--- src/rtl/dmem_bus_arbiter_pkg.sv ---
// Shared definitions for the data-memory bus arbiter: FSM state encodings,
// the default watchdog limit and the modular index arithmetic used by the
// round-robin picker and the pointer update.
package dmem_bus_arbiter_pkg;

    typedef enum logic {
        ARB_IDLE  = 1'b0,
        ARB_GRANT = 1'b1
    } arb_state_e;

    localparam int HOLD_MAX_DEFAULT = 64;

    // (base + ofs) mod n, assuming base < n and ofs < n
    function automatic logic [1:0] wrap_add(input logic [1:0] base, input int ofs, input int n);
        int t;
        t = int'(base) + ofs;
        if (t >= n) begin
            t = t - n;
        end
        return t[1:0];
    endfunction

endpackage

--- src/rtl/dmem_bus_arbiter_rr_pick.sv ---
// Combinational round-robin picker: scans req_i starting at ptr_i and wrapping
// modulo NUM_MST, returning the first requester found. Kept free of arbiter
// state so other bus arbiters can share it.
module dmem_bus_arbiter_rr_pick
    import dmem_bus_arbiter_pkg::*;
#(
    parameter int NUM_MST = 2
) (
    input  logic [NUM_MST-1:0] req_i,
    input  logic [1:0]         ptr_i,
    output logic [1:0]         idx_o,
    output logic               found_o
);

    logic [1:0]         cand;
    logic [NUM_MST-1:0] req_sh;

    // Scan from the farthest offset down so the candidate closest to ptr_i wins last
    always_comb begin
        idx_o   = '0;
        found_o = 1'b0;
        cand    = '0;
        req_sh  = '0;
        for (int k = NUM_MST - 1; k >= 0; k--) begin
            cand   = wrap_add(ptr_i, k, NUM_MST);
            req_sh = req_i >> cand;
            if (req_sh[0]) begin
                idx_o   = cand;
                found_o = 1'b1;
            end
        end
    end

endmodule

--- src/rtl/dmem_bus_arbiter.sv ---
// Data-memory/peripheral bus arbiter. Masters request with a level req and
// keep ownership for as long as req stays high, which keeps CPU push/pop
// sequences atomic. Hand-over between masters is round-robin and happens on
// the same edge the owner releases, so there is no dead cycle. The granted
// master's strobes and data are merged onto the slave bus combinationally.
// A tenure watchdog flags an owner that holds the bus while others wait.
//
//   state     | meaning
//   ----------+-------------------------------------------------------------
//   ARB_IDLE  | nobody owns the bus; any request is granted next edge
//   ARB_GRANT | owner_q holds the bus until its req is sampled low
module dmem_bus_arbiter
    import dmem_bus_arbiter_pkg::*;
#(
    parameter int NUM_MST  = 2,
    parameter int ADDR_W   = 8,
    parameter int DATA_W   = 8,
    parameter int HOLD_MAX = HOLD_MAX_DEFAULT
) (
    input  logic                      clk,
    input  logic                      rst,
    input  logic [NUM_MST-1:0]        mst_req,
    output logic [NUM_MST-1:0]        mst_grant,
    input  logic [NUM_MST*ADDR_W-1:0] mst_addr,
    input  logic [NUM_MST-1:0]        mst_wr,
    input  logic [NUM_MST-1:0]        mst_rd,
    input  logic [NUM_MST*DATA_W-1:0] mst_wdata,
    output logic [ADDR_W-1:0]         slv_addr,
    output logic                      slv_wr,
    output logic                      slv_rd,
    output logic [DATA_W-1:0]         slv_wdata,
    output logic [1:0]                owner,
    output logic                      busy,
    output logic                      hold_err,
    input  logic                      err_clr
);

    localparam logic [7:0] TENURE_HOLD = 8'(HOLD_MAX);
    localparam logic [7:0] TENURE_SAT  = 8'hFF;

    arb_state_e         state_q, state_d;
    logic [1:0]         owner_q, owner_d;
    logic [1:0]         rr_ptr_q, rr_ptr_d;
    logic [NUM_MST-1:0] grant_q, grant_d;
    logic [7:0]         tenure_q, tenure_d;
    logic               hold_err_q, hold_err_d;

    logic [1:0]         pick_ptr;
    logic [1:0]         pick_idx;
    logic               pick_found;
    logic [NUM_MST-1:0] pick_onehot;
    logic               owner_req;
    logic               others_wait;
    logic               tenure_reached;

    // grant_q is one-hot of owner_q whenever busy, so masking by it selects the owner
    assign owner_req   = |(mst_req & grant_q);
    assign others_wait = |(mst_req & ~grant_q);

    // On release the scan restarts just past the owner; the owner's own req is
    // already low, so it naturally falls behind anyone still waiting
    assign pick_ptr = (state_q == ARB_GRANT) ? wrap_add(owner_q, 1, NUM_MST) : rr_ptr_q;

    dmem_bus_arbiter_rr_pick #(
        .NUM_MST (NUM_MST)
    ) u_rr_pick (
        .req_i   (mst_req),
        .ptr_i   (pick_ptr),
        .idx_o   (pick_idx),
        .found_o (pick_found)
    );

    // Decode the picked index into a grant vector
    always_comb begin
        pick_onehot = '0;
        for (int i = 0; i < NUM_MST; i++) begin
            pick_onehot[i] = (pick_idx == 2'(i));
        end
    end

    // Next-state logic: arbitration, round-robin pointer and tenure counter
    always_comb begin
        state_d  = state_q;
        owner_d  = owner_q;
        rr_ptr_d = rr_ptr_q;
        grant_d  = grant_q;
        tenure_d = tenure_q;
        case (state_q)
            ARB_IDLE: begin
                if (pick_found) begin
                    grant_d  = pick_onehot;
                    owner_d  = pick_idx;
                    tenure_d = '0;
                    state_d  = ARB_GRANT;
                end
            end
            ARB_GRANT: begin
                if (owner_req) begin
                    if (others_wait && (tenure_q != TENURE_SAT)) begin
                        tenure_d = tenure_q + 8'd1;
                    end
                end else begin
                    rr_ptr_d = pick_ptr;
                    tenure_d = '0;
                    if (pick_found) begin
                        grant_d = pick_onehot;
                        owner_d = pick_idx;
                    end else begin
                        grant_d = '0;
                        state_d = ARB_IDLE;
                    end
                end
            end
            default: begin
                state_d = ARB_IDLE;
                grant_d = '0;
            end
        endcase
    end

    // Sticky hog flag: set on the edge tenure arrives at the limit, clear wins
    always_comb begin
        tenure_reached = (tenure_d == TENURE_HOLD) && (tenure_q != TENURE_HOLD);
        hold_err_d     = hold_err_q;
        if (tenure_reached) begin
            hold_err_d = 1'b1;
        end
        if (err_clr) begin
            hold_err_d = 1'b0;
        end
    end

    // State and datapath registers
    always_ff @(posedge clk or negedge rst) begin
        if (!rst) begin
            state_q    <= ARB_IDLE;
            owner_q    <= '0;
            rr_ptr_q   <= '0;
            grant_q    <= '0;
            tenure_q   <= '0;
            hold_err_q <= 1'b0;
        end else begin
            state_q    <= state_d;
            owner_q    <= owner_d;
            rr_ptr_q   <= rr_ptr_d;
            grant_q    <= grant_d;
            tenure_q   <= tenure_d;
            hold_err_q <= hold_err_d;
        end
    end

    // Merge the owner's signals onto the slave bus; zero when nobody is granted
    always_comb begin
        slv_addr  = '0;
        slv_wr    = 1'b0;
        slv_rd    = 1'b0;
        slv_wdata = '0;
        for (int i = 0; i < NUM_MST; i++) begin
            if (grant_q[i]) begin
                slv_addr  = mst_addr[i*ADDR_W +: ADDR_W];
                slv_wr    = mst_wr[i];
                slv_rd    = mst_rd[i];
                slv_wdata = mst_wdata[i*DATA_W +: DATA_W];
            end
        end
    end

    assign mst_grant = grant_q;
    assign owner     = owner_q;
    assign busy      = (state_q == ARB_GRANT);
    assign hold_err  = hold_err_q;

endmodule

--- config.mk ---
export PLATFORM = sky130hd
export DESIGN_NAME = dmem_bus_arbiter
export DESIGN_NICKNAME = d
export VERILOG_FILES = /design/src/rtl/dmem_bus_arbiter_pkg.sv /design/src/rtl/dmem_bus_arbiter_rr_pick.sv /design/src/rtl/dmem_bus_arbiter.sv
export SDC_FILE = /design/constraint.sdc
export NUM_CORES = 1
export LEC_CHECK = 0
export CAP_MARGIN = 25
export CELL_PAD_IN_SITES_DETAIL_PLACEMENT = 1
export CELL_PAD_IN_SITES_GLOBAL_PLACEMENT = 1
export CORE_MARGIN = 4
export CORE_UTILIZATION = 24
export CTS_CLUSTER_DIAMETER = 30
export DETAILED_ROUTE_END_ITERATION = 6
export PLACE_DENSITY = 0.83
export SKIP_LAST_GASP = 1
export SLEW_MARGIN = 20
export SYNTH_ARGS = -nofsm -noshare
export SYNTH_HDL_FRONTEND = slang
export SYNTH_SLANG_ARGS = --single-unit
--- constraint.sdc ---
create_clock -name clk -period 2.03 [get_ports clk]
set_input_delay 0.406 -clock clk [delete_from_list [all_inputs] [get_ports clk]]
set_output_delay 0.406 -clock clk [all_outputs]
set_load 0.03 [all_outputs]
### After elaboration in Yosys (flattened, before gate mapping)

Cells that the tools add are included.

| cells by class | value |
|---|---|
| add/subtract/negate cells | 6 |
| $lt $le $gt $ge | 3 |
| bitwise operators | 5 |
| mux-type cells | 32 |
| reduce and logical (&&, ||, !) cells | 8 |
| equal/unequal tests | 6 |
| shift operators | 2 |

Operators by type and width:

| kind | number |
|---|---|
| 8-bit 2-to-1 mux | 7 |
| 2-bit 2-to-1 mux | 11 |
| 8-bit case mux with 2 select lines | 1 |
| 1-bit 2-to-1 mux | 10 |
| 8-bit by 1-bit adder with 8-bit output, second input constant | 1 |
| 8-bit by 7-bit == test with 1-bit output, second input constant | 1 |
| 8-bit by 7-bit inequality test with 1-bit output, second input constant | 1 |
| 8-bit inequality test, second input constant | 1 |
| 2-bit case mux with 2 select lines | 2 |
| 2-bit by 1-bit adder with 3-bit output, second input constant | 2 |
| 3-bit by 2-bit >= comparator with 1-bit output, second input constant | 2 |
| 2-bit subtractor, second input constant | 3 |
| 2-bit AND | 2 |
| 2-bit inequality test, second input constant | 2 |
| 2-bit AND reduction | 2 |
| 2-bit OR reduction | 2 |
| 2-bit by 2-bit right shift with 1-bit output | 2 |
| 2-bit by 1-bit == test with 1-bit output, second input constant | 1 |
| 2-bit >= comparator, second input constant | 1 |
| 1-bit logical AND | 2 |
| 2-bit zero test | 1 |
| 1-bit NOT | 2 |
| 2-bit NOT | 1 |
| 1-bit case mux with 2 select lines | 1 |
| 2-bit nonzero test | 1 |

| word-level totals | value |
|---|---|
| register bits after elaboration | 16 |
| input port bits | 41 |
| output and inout port bits | 24 |
| logic and storage cells | 68 |

### Logic depth before layout (Yosys ltp)

Gate-level depths: netlist of run 1.

| logic depth | value |
|---|---|
| depth in word-level cells | 16 |
| gate-level depth with buffers | 8 |
| gate-level depth less buffers | 7 |

### Hierarchy

From an unflattened synthesis of run 1, not the netlist that was laid out.

| second synthesis, totals | value |
|---|---|
| cells, all modules | 138 |
| area, all modules | 1214.9 um^2 |

Modules (own cells, without submodules):

| module | seq. area each (um^2) | cells an instance | instances | area each (um^2) |
|---|---|---|---|---|
| dmem_bus_arbiter | 400.4 | 132 | 1 | 1181.1 |
| dmem_bus_arbiter_rr_pick | 0.0 | 6 | 1 | 33.8 |

### Worst setup path before layout of run 1

OpenSTA, ideal clock, no wires.

| path | value |
|---|---|
| path type | register to register |
| start point | register grant_q[1], in the netlist mst_grant[1] |
| end point | register hold_err_q, in the netlist hold_err |
| setup slack | -0.084 ns |
| cell stages (with the launch flop) | 9 |
| arrival | 2.022 ns |
| period minus slack after synthesis | 2.114 ns |
| setup time | 0.092 ns |
| path through | dfrtp_1 buf_2 a22oi_1 nand2b_1 buf_4 a21oi_1 o32a_1 or4_1 o31ai_2 |

| between the ends | value |
|---|---|
| longest elaborated chain between the ends | 10 |
| elaborated cells between the ends (all ways) | 12 |
| those cells by class | 1 x eq/ne; 3 x mux; 3 x bitwise; 5 x reduce/logical |

RTL lines:

| item | RTL line | RTL |
|---|---|---|
| start, declared | dmem_bus_arbiter.sv:44 | `logic [NUM_MST-1:0] grant_q, grant_d;` |
| start signal, assigned | dmem_bus_arbiter.sv:146 | `grant_q <= grant_d;` |
| 2-bit NOT | dmem_bus_arbiter.sv:58 | `assign others_wait = \|(mst_req & ~grant_q);` |
| 2-bit AND | dmem_bus_arbiter.sv:58 |  |
| 2-bit OR reduction | dmem_bus_arbiter.sv:58 |  |
| 1-bit logical AND | dmem_bus_arbiter.sv:99 | `if (others_wait && (tenure_q != TENURE_SAT)) begin` |
| 8-bit 2-to-1 mux | dmem_bus_arbiter.sv:99 |  |
| 8-bit 2-to-1 mux (*) | dmem_bus_arbiter.sv:98 | `if (owner_req) begin` |
| 8-bit case mux with 2 select lines (*) | dmem_bus_arbiter.sv:88 | `case (state_q)` |
| 8-bit by 7-bit == test with 1-bit output (*) | dmem_bus_arbiter.sv:123 | `tenure_reached = (tenure_d == TENURE_HOLD) && (tenure_q != TENURE_HOLD);` |
| 1-bit logical AND (*) | dmem_bus_arbiter.sv:123 |  |
| 2-bit nonzero test (no source line) (*) | n/a |  |
| end signal, assigned | dmem_bus_arbiter.sv:148 | `hold_err_q <= hold_err_d;` |
| end, declared | dmem_bus_arbiter.sv:46 | `logic hold_err_q, hold_err_d;` |

Mark *: on every way between the ends. The rest lies on a longest branch, timed or not.
A chain may end at the register's enable or synchronous reset.

### Worst setup path after layout of run 1

| path | value |
|---|---|
| start point | register grant_q[0], in the netlist mst_grant[0] |
| end point | register hold_err_q, in the netlist hold_err |

| between the ends | value |
|---|---|
| longest elaborated chain between the ends | 10 |
| elaborated cells between the ends (all ways) | 12 |
| those cells by class | 1 x eq/ne; 3 x mux; 3 x bitwise; 5 x reduce/logical |

RTL lines:

| item | RTL line | RTL |
|---|---|---|
| 2-bit NOT | dmem_bus_arbiter.sv:58 |  |
| 2-bit AND | dmem_bus_arbiter.sv:58 |  |
| 2-bit OR reduction | dmem_bus_arbiter.sv:58 |  |
| 1-bit logical AND | dmem_bus_arbiter.sv:99 |  |
| 8-bit 2-to-1 mux | dmem_bus_arbiter.sv:99 |  |
| 8-bit 2-to-1 mux (*) | dmem_bus_arbiter.sv:98 |  |
| 8-bit case mux with 2 select lines (*) | dmem_bus_arbiter.sv:88 |  |
| named net tenure_d[5] | dmem_bus_arbiter.sv:45 | `logic [7:0] tenure_q, tenure_d;` |
| 8-bit by 7-bit == test with 1-bit output (*) | dmem_bus_arbiter.sv:123 |  |
| 1-bit logical AND (*) | dmem_bus_arbiter.sv:123 |  |
| 2-bit nonzero test (no source line) (*) | n/a |  |

Mark *: on every way through the listed nets, which the timed path passes. The rest lies on a longest branch.

==> flow_summary.toml, run 1 <==
[route]
drtIter0Drc = 42
num_vias = 1593
firstDrtPassIters = 4
via_per_inst = 5.19
finalWirelength_microns = 5340
detail-route-antenna-nets = 0
drc = 0
avgRoutedWirePerCell_microns = 17.4

[timing]
drv_slew = 0
maxSlewHeadroom_pct = 62.6
fin_skew_ns = 0.00145
setup_viol = 0
fin_crit_sh_pct = 99.5
worst_pin_slew_ns = 0.558
finalHoldViolCount = 0
min_period_ns = 2.02
layout_setup_ws_ns = 0.00966
hold_slack_ns = 0.469
rsz0062_at_grt = "true"
fmax_mhz = 495

[critical_path]
crit_start = "mst_grant[0]$_DFFE_PN0P_"
r2r_start = "mst_grant[0]$_DFFE_PN0P_"
crit_slowest_cell = "or4_4"
setup.worst_path.class = "reg2reg"
crit_path_max_fanout = 4
cp.arrival_ns = 2.19
critPathMaxStageDelay_ns = 0.57
crit_path_end_kind = "flip-flop"
crit_path_cell_trace = "buf_6 > a22oi_2 > buf_4 > nor2b_4 > o211ai_2 > o311ai_2 > or4_4 > o31ai_4"
cp.required_ns = 2.20
start_kind = "flip-flop"

[cts]
clk_latency_ns = 0.25
cts_buffers = 3
cts.path.max_buffers = 2
ctsRootBufferMaster = "clkbuf_8"
clk_pin_slew_ns = 0.07
cts.sinks = 16
cts_tree = "done"
htree_levels = 1

[finish]
n_antenna_cell = 0
postLayoutCoreUtil_pct = 47.7
final_nets = 284
drive_gt1_share_pct = 35.0
final_cells = 307
area_growth_syn_to_layout_pct = 89.9

[grt]
grt_use_total_pct = 16.0
grt_pass1_wl_microns = 8000
grt_overflow = 0
grt_pass1_vias = 1617
grt_max_degree = 23
antenna_found_initial = 0

[floorplanning]
die_w_microns = 79.0
die_h_microns = 79.0
io-pin-count = 65
coreArea_sq_um = 4820
initial_core_util_pct = 25.1
die_area_sq_um = 6250
rows = 25

[logic_synthesis]
synthesis.nets = 188
synth.yosys.seq_area_share_pct = 33.1
synth_edf_count = 0
synthFlopType = "dfrtp_1"
synth_area_sq_um = 1210
syn_area_per_cell_sq_um = 8.35
synth.distinct_cells = 41
yosysWarnings = 0
async_flop_share_pct = 100
synth-seq-cells = 16
synthCells = 145

[worst_hold_path]
hold_class = "in2async"

[placed_design]
place.gp.congestion = 0.885
port_buffers = 64
post-place-cells = 294
dp_hpwl_microns = 3890
dp_slack_ns = -0.373

[power]
powerDensity_nw_per_um2 = 763
vdd_drop_max_mv = 0.363
p_leak_nw = 1.02
power_mw = 1.75

[flow_run]
drv_cap = 0

[outcome]
status = "finished clean"
==> cells by family (layout without fill, tap and decap cells) <==
kind of cell    Yosys count  count (layout)  synth area share, %
compound gates           54              54                 35.6
buf+inv                  15             110                 5.47
simple gates             57              57                 23.0
flops                    16              16                 33.1
xor+xnor                  1               1                0.723
fa+ha+maj                 2               2                 2.07
==> layer usage <==
metal  up-vias  share of wire, %  routed length (microns)  global-route usage (%)
li1        734                 -                        -                       -
met4         0               1.9                      104                    5.15
met2        80                48                     2580                    27.9
met3        10                10                      559                    3.40
met1       769                39                     2100                    19.6
met5         -                 0                        0                       0
==> flip-flops by register name, indices dropped and copies added (netlist names) <==
name / flops
busy: 1
owner: 2
hold_err: 1
rr_ptr_q: 2
tenure_q: 8
mst_grant: 2
==> path summary, 6_finish.rpt <==
kind                                            endpoint  slack (ns)  cells after the start
worst max-delay path                hold_err$_DFFE_PN0P_        0.01                      8
worst min-delay path               tenure_q[3]$_DFF_PN0_        0.47                      2
worst max register to register      hold_err$_DFFE_PN0P_        0.01                      8
worst min register to register      owner[1]$_DFFE_PN0P_        0.55                      1
max in group asynchronous       mst_grant[0]$_DFFE_PN0P_        1.35                      2
min in group clk                    owner[1]$_DFFE_PN0P_        0.55                      1
==> where the power goes <==
part	internal [mW]	switching (mW)	total (mW)
sequential	0.353	0.0465	0.400
combinational	0.492	0.573	1.07
clock	0.172	0.117	0.289
==> layout by cell type (no fill, tap or decap), types with 2 or more instances in the layout <==
cell	n
o21ai_0	9
clkdlybuf4s50_1	43
inv_1	5
buf_4	49
nor2b_4	3
nand2_1	21
and3_1	2
o31ai_4	2
nand3_1	6
clkbuf_8	4
a22o_1	20
buf_6	6
nor2_1	9
dfrtp_2	3
o211ai_1	2
nor3_1	5
a21oi_1	5
dlygate4sd2_1	3
dfrtp_1	13
==> through the flow <==
stage	area, sq um	TNS, ns
6_report	2300	0
4_1_cts	2180	-0.0538
3_5_place_dp	2070	-0.796
5_1_grt	2300	-0.0868
3_3_place_gp	2070	-0.396
2_1_floorplan	1230	0
==> timing repair <==
| action | in CTS | in global routing |
|---|---|---|
| resized for setup | 9 | 20 |
| endpoints found under the setup margin | 2 | 18 |
| setup buffers | 5 | 3 |
| hold buffers | 0 | 0 |
| pin swaps | 5 | 8 |
| cloned | 0 | 1 |
==> layout make-up <==
cell class | count | area, sq um
fillers | 576 | 2520
repair buffers | 101 | 892
multi-input cells | 114 | 846
flip-flops and latches | 16 | 404
well taps | 67 | 83.8
clock buffers | 4 | 55.1
inverters | 5 | 18.8
==> worst max-delay path, delay by kind of cell, from the launching register on <==
kind	cells	cell delay, ns
compound gates	4	0.59
flops	1	0.43
simple gates	2	0.62
buf+inv	2	0.29
==> cell usage after synthesis, types with 2 or more instances <==
library cell,n,share of area [%]
nor3_1,5,2.1
inv_1,5,1.5
o21ai_0,9,3.7
buf_4,2,1.2
a22o_1,20,14
buf_1,2,0.62
buf_2,2,0.83
a21oi_1,6,2.5
a211oi_1,2,1.2
clkbuf_1,4,1.2
o211ai_1,2,1.2
o211ai_2,2,2.1
nand2b_1,2,1.0
dfrtp_1,16,33
and3_1,3,1.5
nor2b_1,3,1.5
nand2_1,22,6.8
nor2_1,9,2.8
ha_1,2,2.1
nand3_1,6,2.5
Note: power is estimated with default switching activity, not from simulation.
==> inputs of run 2 (changes only) <==
SKIP_CTS_REPAIR_TIMING = 1   (was default)
==> run 2 against run 1 <==
  * Global-route usage shrank 0.75 points
  * Worst hold slack lost 0.0018 ns
  * Clock-buffer cell count is the same
  * Highest routed layer unchanged
==> flow_summary.toml, run 2 (synthesized netlist as in run 1, its figures left out) <==
[outcome]
status = "finished clean"

[worst_hold_path]
hold_class = "in2async"

[critical_path]
start_kind = "flip-flop"
cp.arrival_ns = 2.20
r2r-end = "hold_err$_DFFE_PN0P_"
critPathMaxStageDelay_ns = 0.43
crit_path_max_fanout = 4
crit_family = "simple AND/OR/NAND/NOR gates"
regToRegSetupSlack_ns = 0.002
crit_slowest_cell = "or4_4"
crit_path_end_kind = "flip-flop"
crit_path_cell_trace = "ha_2 > and3_1 > nand2_2 > o21bai_4 > o32a_1 > or4_4 > o31ai_4"
r2r_start = "tenure_q[0]$_DFF_PN0_"
setup.worst_path.class = "reg2reg"
r2r_cells = 7
cp.required_ns = 2.20
crit_buf_inv = 0

[placed_design]
dp_hpwl_microns = 3890
placed_area_sq_um = 2070
place.gp.congestion = 0.885
port_buffers = 64
post-place-cells = 294

[cts]
cts.path.max_buffers = 2
ctsRootBufferMaster = "clkbuf_8"
cts_tree = "done"
cts_buffers = 3
clk_pin_slew_ns = 0.07
cts.sinks = 16
clk_latency_ns = 0.25
htree_levels = 1

[timing]
finalHoldViolCount = 0
rsz0062_at_grt = "true"
maxSlewHeadroom_pct = 64.6
fin_crit_sh_pct = 99.9
drv_slew = 0
min_period_ns = 2.03
fmax_mhz = 493
setup_viol = 0
worst_pin_slew_ns = 0.528
fin_skew_ns = 0.00277

[route]
drc = 0
drtIter0Drc = 63
firstDrtPassIters = 4
avgRoutedWirePerCell_microns = 16.6
via_per_inst = 5.08
detail-route-antenna-nets = 0
num_vias = 1523
finalWirelength_microns = 4980

[finish]
final_cell_mix = "clkdlybuf4s50_1 (43), buf_4 (43), nand2_1 (21), a22o_1 (20), dfrtp_1 (14)"
final_nets = 277
top_register = "tenure_q"
area_growth_syn_to_layout_pct = 81.1
final_cells = 300
largest_reg_flops = 8
n_antenna_cell = 0
fin_area_sq_um = 2190
drive_gt1_share_pct = 30.0
postLayoutCoreUtil_pct = 45.5

[floorplanning]
initial_core_util_pct = 25.1
die_area_sq_um = 6250
coreArea_sq_um = 4820
io-pin-count = 65
rows = 25
die_w_microns = 79.0
die_h_microns = 79.0

[grt]
antenna_found_initial = 0
grt_pass1_wl_microns = 7670
grt_pass1_vias = 1564
grt_max_degree = 23
grt_overflow = 0
grt_use_total_pct = 15.3

[power]
power_mw = 1.69
vdd_drop_max_mv = 0.436
powerDensity_nw_per_um2 = 770
p_leak_nw = 0.993

[flow_run]
drv_cap = 0
## run 2: worst max-delay path by stage
stage,startpoint,end,depth (start not counted)
floorplan,mst_grant[1]$_DFFE_PN0P_,slv_addr[3],5
global placement,mst_req[0],hold_err$_DFFE_PN0P_,7
detailed placement,mst_req[0],hold_err$_DFFE_PN0P_,7
CTS,mst_req[0],hold_err$_DFFE_PN0P_,8
global route,tenure_q[0]$_DFF_PN0_,hold_err$_DFFE_PN0P_,7
finish,tenure_q[0]$_DFF_PN0_,hold_err$_DFFE_PN0P_,7
## run 2: final cells by class
class	count	area [sq um]
Multi-Input combinational cell	114	786
Clock buffer	4	55.1
Inverter	5	18.8
Tap cell	67	83.8
Sequential cell	16	403
Fill cell	588	2620
Timing Repair Buffer	94	847
## run 2: power breakdown
| group | total, mW | switching [mW] | internal (mW) |
|---|---|---|---|
| Clock | 0.291 | 0.118 | 0.172 |
| Combinational | 0.996 | 0.540 | 0.455 |
| Sequential | 0.403 | 0.0500 | 0.353 |
## run 2: routing by layer
layer | wire length, microns | GRT usage [%] | share of wire (%) | vias to the layer above
met4 | 36 | 4.81 | 0.72 | 0
met5 | 0 | 0 | 0 | -
met3 | 528 | 3.97 | 11 | 4
li1 | - | - | - | 716
met2 | 2460 | 26.0 | 49 | 77
met1 | 1950 | 18.7 | 39 | 726
## run 2: per-stage QoR
stage	TNS [ns]	setup slack (ns)	hold slack, ns
after floorplan	0	0.0405	0.110
after global placement	-0.396	-0.313	0.469
after detailed placement	-0.796	-0.373	0.477
after CTS	-0.194	-0.139	0.476
after global routing	-0.122	-0.0862	0.484
final	0	0.00244	0.468
==> inputs of run 3 (changes only) <==
CORE_UTILIZATION = 27   (was 24)
PLACE_DENSITY = 0.88   (was 0.83)
clock period = 2.1 ns   (was 2.03 ns; I/O delays follow)
==> run 3 against run 2 <==
  * Maximum frequency decreased by 2.4%
  * Final area fell by 2.1%
  * Worst hold slack improved by 0.021 ns
  * Largest power group unchanged
  * Wire length down 3.8%
  * Cell count fell by 5.3%
  * Clock power is 16% lower
  * Register-to-register slack gained 0.02 ns
==> flow_summary.toml, run 3 (synthesized netlist as in run 1, its figures left out) <==
[outcome]
status = "finished clean"

[power]
p_int_mw = 0.891
powerDensity_nw_per_um2 = 722
p_sw_share_pct = 42.6
vdd_drop_max_mv = 0.363
p_leak_nw = 0.980
power_frac_seq_pct = 24.2
clkPwrFrac_pct = 15.8
p_switching_mw = 0.660
pwr-share-comb_pct = 60.0

[placed_design]
port_buffers = 64
placed_area_sq_um = 2040
place.gp.congestion = 0.900
dp_hpwl_microns = 3790

[critical_path]
cp.arrival_ns = 2.25
setup.worst_path.class = "reg2reg"
crit_path_cell_trace = "ha_2 > and3_4 > nand2_4 > o21bai_4 > o32a_1 > or4_4 > o31ai_4"
crit_path_max_fanout = 2
crit_start = "tenure_q[1]$_DFF_PN0_"
start_kind = "flip-flop"
cp.required_ns = 2.27
r2r_start = "tenure_q[1]$_DFF_PN0_"
r2r_cells = 7
crit_path_end_kind = "flip-flop"
critPathMaxStageDelay_ns = 0.55
crit_slowest_cell = "or4_4"

[floorplanning]
initial_core_util_pct = 27.8
rows = 24
die_area_sq_um = 5620
die_w_microns = 75.0
die_h_microns = 75.0
coreArea_sq_um = 4350
io-pin-count = 65

[finish]
fillCellCount = 520
fin_area_sq_um = 2150
largest_reg_flops = 8
drive_gt1_share_pct = 30.2
n_antenna_cell = 0
top_register = "tenure_q"
postLayoutCoreUtil_pct = 49.3
area_growth_syn_to_layout_pct = 77.4
mostFrequentLayoutCell = "buf_4"
final_nets = 276
final_cell_mix = "buf_4 (47), clkdlybuf4s50_1 (43), nand2_1 (21), a22o_1 (20), dfrtp_1 (13)"

[cts]
cts_buffers = 3
cts.sinks = 16
ctsRootBufferMaster = "clkbuf_8"
cts.path.max_buffers = 2
clk_pin_slew_ns = 0.06
htree_levels = 1
clk_latency_ns = 0.26
cts_tree = "done"

[timing]
setup_viol = 0
tns_ns = 0
fmax_mhz = 481
fin_skew_ns = 0.00425
min_period_ns = 2.08
fin_crit_sh_pct = 99.0
maxSlewHeadroom_pct = 65.5
drv_slew = 0
worst_pin_slew_ns = 0.514
finalHoldViolCount = 0
rsz0062_at_grt = "true"

[route]
num_vias = 1494
firstDrtPassIters = 5
detail-route-antenna-nets = 0
via_per_inst = 5.26
drc = 0
drtIter0Drc = 42
avgRoutedWirePerCell_microns = 16.9
finalWirelength_microns = 4790

[grt]
grt_use_total_pct = 16.2
grt_pass1_vias = 1456
grt_pass1_wl_microns = 7050
grt_max_degree = 23
antenna_found_initial = 0
grt_overflow = 0

[flow_run]
drv_cap = 0

[worst_hold_path]
hold_class = "in2async"
## run 3: cell type report
class / instances / area, sq um / area share (%)
timing repair buffer: 93 / 821 / 38.2
multi-input combinational: 114 / 795 / 37.0
sequential: 16 / 404 / 18.8
tap: 52 / 65.1 / 3.03
clock buffer: 4 / 45.0 / 2.10
inverter: 5 / 18.8 / 0.874
## run 3: worst max-delay path, delay by kind of cell, from the launching register on
| family | cells | cell delay [ns] |
|---|---|---|
| fa+ha+maj | 1 | 0.20 |
| simple gates | 3 | 0.82 |
| flops | 1 | 0.38 |
| compound gates | 3 | 0.60 |
## run 3: power by group through the flow
stage	sequential [mW]	combinational, mW	clock [mW]
finish	0.376	0.930	0.245
global route	0.380	0.997	0.260
CTS	0.373	0.925	0.252
detailed placement	0.378	0.921	0
global placement	0.376	0.898	0
floorplan	0.408	0.500	0
## run 3: final timing paths
| kind | to | slack (ns) |
|---|---|---|
| setup / recovery | hold_err$_DFFE_PN0P_ | 0.02 |
| max in group asynchronous | tenure_q[3]$_DFF_PN0_ | 1.40 |
| setup reg to reg | hold_err$_DFFE_PN0P_ | 0.02 |
| min in group clk | rr_ptr_q[1]$_DFFE_PN0P_ | 0.49 |
| hold / removal | tenure_q[6]$_DFF_PN0_ | 0.49 |
| hold reg to reg | rr_ptr_q[1]$_DFFE_PN0P_ | 0.49 |
## run 3: stage by stage
| step | hold slack [ns] | setup slack [ns] | instances | total power, mW |
|---|---|---|---|---|
| floorplan | 0.124 | 0.00425 | 145 | 0.908 |
| global placement | 0.470 | -0.317 | 279 | 1.27 |
| detailed placement | 0.484 | -0.371 | 279 | 1.30 |
| CTS | 0.499 | -0.107 | 283 | 1.55 |
| global route | 0.522 | -0.0457 | 284 | 1.64 |
| finish | 0.488 | 0.0215 | 284 | 1.55 |
## run 3: per-layer routing
metal	vias to the layer above	wire length [microns]	track usage (%)
met5	-	0	0
met4	0	71	3.56
met3	7	508	3.47
met2	62	2300	28.7
met1	709	1910	20.1
li1	716	-	-
